## config.mk

```make
export PLATFORM = sky130hd
export DESIGN_NAME = rf_wport_arbiter
export DESIGN_NICKNAME = d
export VERILOG_FILES = /design/src/rtl/rf_wport_arbiter.sv
export SDC_FILE = /design/constraint.sdc
export NUM_CORES = 1
export LEC_CHECK = 0
export CAP_MARGIN = 40
export CORE_AREA = 10 10 151 97
export CTS_CLUSTER_SIZE = 10
export DETAILED_ROUTE_END_ITERATION = 12
export DIE_AREA = 0 0 161 107
export PLACE_DENSITY = 0.86
export SLEW_MARGIN = 20
export SYNTH_ARGS = -nofsm -noshare
export SYNTH_HDL_FRONTEND = slang
export SYNTH_SLANG_ARGS = --single-unit
```

## constraint.sdc

```tcl
create_clock -name clk -period 7 [get_ports clk]
set_input_delay 1.75 -clock clk [delete_from_list [all_inputs] [get_ports clk]]
set_output_delay 1.75 -clock clk [all_outputs]
set_load 0.01 [all_outputs]
```

## src/rtl/rf_wport_arbiter.sv

```systemverilog
// rtl/rf_wport_arbiter.sv - RF write-port arbiter: write-back priority, long-latency FIFO, optional RF_ARB_STARVE_EN
module rf_wport_arbiter #(
  parameter int FIFO_DEPTH = 2,
  parameter int STARVE_MAX = 4
) (
  input  logic        clk,
  input  logic        resetn,
  input  logic [37:0] ws_rf_bus,
  output logic        ws_stall,
  input  logic        ll_valid,
  output logic        ll_ready,
  input  logic [4:0]  ll_waddr,
  input  logic [31:0] ll_wdata,
  output logic [37:0] rf_bus,
  output logic [31:0] pend_mask
);
  localparam int PW = $clog2(FIFO_DEPTH);
  localparam int CW = PW + 1;

  logic [FIFO_DEPTH-1:0] r_live;
  logic [4:0]            r_waddr [FIFO_DEPTH];
  logic [31:0]           r_wdata [FIFO_DEPTH];
  logic [PW-1:0]         r_rd_ptr;
  logic [PW-1:0]         r_wr_ptr;
  logic [CW-1:0]         r_count;
  logic [31:0]           r_pend_mask;

  logic                  w_ws_we;
  logic [4:0]            w_ws_waddr;
  logic                  w_empty;
  logic                  w_full;
  logic                  w_head_live;
  logic                  w_ws_grant;
  logic                  w_ff_grant;
  logic                  w_pop;
  logic                  w_push;
  logic                  w_kill;
  logic                  w_push_live;
  logic [FIFO_DEPTH-1:0] w_live_nxt;
  logic [31:0]           w_pend_nxt;

  assign w_ws_we     = ws_rf_bus[37];
  assign w_ws_waddr  = ws_rf_bus[36:32];
  assign w_empty     = (r_count == '0);
  assign w_full      = (r_count == CW'(FIFO_DEPTH));
  assign w_head_live = !w_empty && r_live[r_rd_ptr];

  // Write-back wins unless the starvation guard is holding it off.
  assign w_ws_grant  = w_ws_we && !ws_stall;
  assign w_ff_grant  = !w_ws_grant && w_head_live;
  // A dead head is discarded on any cycle, including write-back grant cycles.
  assign w_pop       = !w_empty && (w_ff_grant || !r_live[r_rd_ptr]);
  assign ll_ready    = !w_full;
  assign w_push      = ll_valid && !w_full;
  assign w_kill      = w_ws_grant && (w_ws_waddr != 5'd0);
  // r0 results and results overwritten by a same-cycle younger write are stored dead.
  assign w_push_live = (ll_waddr != 5'd0) && !(w_kill && (ll_waddr == w_ws_waddr));
  assign pend_mask   = r_pend_mask;

`ifdef RF_ARB_STARVE_EN
  logic [2:0] r_starve_cnt;
  logic       r_force;
  logic [2:0] w_cnt_nxt;

  // Count cycles a live head is passed over by write-back; saturate rather than wrap.
  always_comb begin
    w_cnt_nxt = r_starve_cnt;
    if (w_empty || w_ff_grant) begin
      w_cnt_nxt = 3'd0;
    end else if (w_ws_grant && w_head_live && (r_starve_cnt != 3'd7)) begin
      w_cnt_nxt = r_starve_cnt + 3'd1;
    end
  end

  // Force flag is raised on the edge the counter reaches the limit, dropped once the head gets through.
  always_ff @(posedge clk or negedge resetn) begin
    if (!resetn) begin
      r_starve_cnt <= 3'd0;
      r_force      <= 1'b0;
    end else begin
      r_starve_cnt <= w_cnt_nxt;
      if (w_ff_grant || w_empty) begin
        r_force <= 1'b0;
      end else if (w_cnt_nxt == 3'(STARVE_MAX)) begin
        r_force <= 1'b1;
      end
    end
  end

  assign ws_stall = r_force && w_head_live;
`else
  assign ws_stall = 1'b0;
`endif

  // Drive the register-file port from the granted source, zero when idle.
  always_comb begin
    rf_bus = 38'd0;
    if (w_ws_grant) begin
      rf_bus = ws_rf_bus;
    end else if (w_ff_grant) begin
      rf_bus = {1'b1, r_waddr[r_rd_ptr], r_wdata[r_rd_ptr]};
    end
  end

  // Post-edge liveness per slot and the pending mask derived from it.
  always_comb begin
    w_live_nxt = r_live;
    w_pend_nxt = 32'd0;
    for (int i = 0; i < FIFO_DEPTH; i++) begin
      if (w_kill && r_live[i] && (r_waddr[i] == w_ws_waddr)) begin
        w_live_nxt[i] = 1'b0;
      end
    end
    if (w_pop) begin
      w_live_nxt[r_rd_ptr] = 1'b0;
    end
    if (w_push) begin
      w_live_nxt[r_wr_ptr] = w_push_live;
    end
    for (int i = 0; i < FIFO_DEPTH; i++) begin
      if (w_live_nxt[i]) begin
        if (w_push && (r_wr_ptr == PW'(i))) begin
          w_pend_nxt[ll_waddr] = 1'b1;
        end else begin
          w_pend_nxt[r_waddr[i]] = 1'b1;
        end
      end
    end
    w_pend_nxt[0] = 1'b0;
  end

  // FIFO pointers, occupancy, liveness and pending mask; reset discards buffered results.
  always_ff @(posedge clk or negedge resetn) begin
    if (!resetn) begin
      r_live      <= '0;
      r_rd_ptr    <= '0;
      r_wr_ptr    <= '0;
      r_count     <= '0;
      r_pend_mask <= 32'd0;
    end else begin
      r_live      <= w_live_nxt;
      r_pend_mask <= w_pend_nxt;
      if (w_pop) begin
        r_rd_ptr <= r_rd_ptr + PW'(1);
      end
      if (w_push) begin
        r_wr_ptr <= r_wr_ptr + PW'(1);
      end
      if (w_push && !w_pop) begin
        r_count <= r_count + CW'(1);
      end else if (!w_push && w_pop) begin
        r_count <= r_count - CW'(1);
      end
    end
  end

  // Entry payload storage; contents of empty slots are never observed.
  always_ff @(posedge clk) begin
    if (w_push) begin
      r_waddr[r_wr_ptr] <= ll_waddr;
      r_wdata[r_wr_ptr] <= ll_wdata;
    end
  end

endmodule

```

==> impl_results.md <==
* Final max-slew violation count at 0
* Post-cts hold buffer count at 0
* CP required at 5.25 ns
* Power, Total at 2.451 mW
* Crit path cell chain: clkdlybuf4s50_1 -> o21ba_2 -> nand2_1 -> buf_8 -> o21ai_0 -> clkdlybuf4s50_1
* CTS buffer count at 9
* Vias in the first global route at 4902
* Outcome: finished clean
* Largest net degree at the start of global routing at 67
* Critical Path Max Stage Delay at 0.59 ns
* Detailed-route DRC error count at 0
* Diodes inserted at 0
* Detailed Route WL at 17870 µm
* Final Hold Fails at 0
* Final Cycle Share at 0.7775
* Worst Skew at 0.007656 ns
* Die Y at 107 µm
* Die Wd at 161 µm
* Area leader, netlist: edfxtp_1
* Async S/R FF share, synth at 0.3333
* Synth Cell Area at 5846 µm²
* Row count at 31
* Synth top area share at 0.3801
* H-tree levels at 3
* CTS Buffer Depth at 2
* Nets at 753
* Leak at 2.788 nW
* Hold crit path type: flip-flop to flip-flop
* Layout cell share with drive strength beyond 1 at 0.09573
* Buffers inserted by post-CTS timing repair at 0
* Post-route minimum period at 5.442 ns
* Syn Area/Cell at 10.53 µm²
* Worst-Skew Late Latency at 0.35 ns
* Grt total ovfl at 0
* Ranking of synthesized cells by area: edfxtp_1 38%, dfrtp_1 16%, a31oi_1 6.6%, mux2i_1 6.3%, o22ai_2 6.2%
* Worst setup SP type: input port
* # port buffers at 147
* Peak supply drop at 0.0002618 V
* Post-route setup TNS at 0 ns
* Register area share after synthesis at 0.5385
* Number of flops mapped to enable cells by yosys at 74
* Top FF cell, synth: edfxtp_1
* # IOs at 150
* Routability cong. at 0.9057
* Post-route ant nets at 0
* Finished Cell Area at 7717 µm²
* DR iter-0 viols at 691
* Seq cells post-synth at 111
* Root Buffer: clkbuf_16
* GRT Overall Usage at 0.1992
* Pre-antenna DRT Iters at 5
* Crit Path Max Fanout at 34
* Ys Warns at 0
* Initial core utilization at 0.4925
* WL per Instance at 21.18 µm
* CTS resizes at 0
* CP arrival at 3.69 ns
* Core area at 11870 µm²
* Final core area utilization at 0.6502
* Top-count cell post-synth: nand2_1
* Slew @ Worst Pin at 0.9414 ns
* DP HPWL at 12670 µm
* Endpoints failing setup at 0
* Most frequent cells after synthesis: 77 x nand2_1, 74 x edfxtp_1, 67 x nor2_1, 62 x a31oi_1, 39 x o21ai_0
* CTS tree: yes
* CTS Sinks at 111
* Area Growth Syn to Fin at 32.02%
* Synth cell types at 37
* Initial antenna violation count at 0
* Worst setup path category: input port to output port
* Slew HR at 0.3711
* Cells after Synth at 555
* Slowest-stage cell, CP: clkdlybuf4s50_1
* RSZ-0062 raised after global routing: no
* Reg clk slew, reported paths at 0.08 ns
* Pwr Density at 317.6 nW/µm²
* Fmax at 0.1838 GHz
* Area after DPL at 7358 µm²
* Vias per cell at 5.932
* First-pass GRT wire length at 27520 µm
* Die Footprint at 17230 µm²
* Max_cap viols at 0
* Most numerous cell on the critical path: clkdlybuf4s50_1
* Via count at 5007
* Critical path capture point type: output port
[layout by cell type, fill, tap and decap left out, types with 3 or more instances in the layout]
| cell type | n |
|---|---|
| o21ai_0 | 39 |
| xnor2_1 | 11 |
| nand3_1 | 6 |
| clkbuf_16 | 9 |
| xor2_1 | 8 |
| o22ai_2 | 29 |
| mux2i_1 | 37 |
| and2_1 | 4 |
| inv_8 | 3 |
| and3_1 | 3 |
| clkdlybuf4s50_1 | 146 |
| nand2_1 | 77 |
| nor3b_1 | 9 |
| nand2b_1 | 3 |
| nor2_1 | 67 |
| nor2b_1 | 6 |
| and3b_1 | 6 |
| nor3_1 | 5 |
| inv_1 | 3 |
| a31oi_1 | 62 |
| dfrtp_1 | 36 |
| nor4_1 | 3 |
| edfxtp_1 | 74 |
| buf_4 | 9 |
| clkinv_8 | 3 |
[flip-flops by register name, summed over array words and instances, names as in the netlist]
name / count
r_wdata: 64
r_waddr: 10
r_wr_ptr: 1
r_live: 2
r_count: 2
pend_mask: 31
r_rd_ptr: 1
[path summary, 6_finish.rpt]
| kind | endpoint | slack, ns | cells past startpoint | start |
|---|---|---|---|---|
| worst min-delay path | r_wr_ptr | 0.54 | 2 | r_wr_ptr |
| worst min register to register | r_wr_ptr | 0.54 | 2 | r_wr_ptr |
| worst max-delay path | rf_bus[23] | 1.56 | 6 | ws_rf_bus[37] |
| worst max register to register | pend_mask[24] | 4.64 | 6 | r_count[0] |
| min in group asynchronous | pend_mask[4] | 1.29 | 1 | resetn |
| max in group asynchronous | r_rd_ptr | 5.27 | 2 | resetn |
[layer usage]
layer	vias to the layer above	part of all wire	track usage
met2	300	0.47	0.3203
li1	2262	-	-
met3	37	0.093	0.05004
met4	0	0.020	0.06986
met5	-	0	0
met1	2408	0.41	0.2578
[report_power, final]
group,switching (mW),internal (mW)
Clock,0.271,0.260
Combinational,0.602,0.396
Sequential,0.0689,0.853
[metrics by stage]
step | hold WS, ns | instances | worst slack (ns)
2_1_floorplan | 0.4585 | 556 | 2.638
3_3_place_gp | 0.4925 | 822 | 1.078
3_5_place_dp | 0.5141 | 824 | 1.562
4_1_cts | 0.5352 | 840 | 1.556
5_1_grt | 0.5750 | 844 | 1.467
6_report | 0.5392 | 844 | 1.558
[critical path, delay by kind of cell]
family                 cells  cell delay, ns
buffers and inverters      3            1.25
AOI/OAI and AO/OA          2            0.51
and+or+nand+nor            1            0.17
[cells by family after synthesis]
group                      Yosys count  synth area share
and+or+nand+nor                    192            0.1462
adders and majority gates            1          0.002140
other                                1         0.0006415
buffers and inverters               57           0.04602
AOI/OAI and AO/OA                  136            0.1727
xor gates and xnor gates            19           0.02847
DFF                                111            0.5385
muxes                               38           0.06528
[cell type report]
class	count	area, µm²
Timing Repair Buffer	159	1589
Fill cell	906	4151
Clock buffer	9	225.2
Sequential cell	111	3149
Tap cell	165	206.4
Clock inverter	7	91.34
Multi-Input combinational cell	388	2437
Inverter	5	18.77
Power figures use the tool's default switching activity.
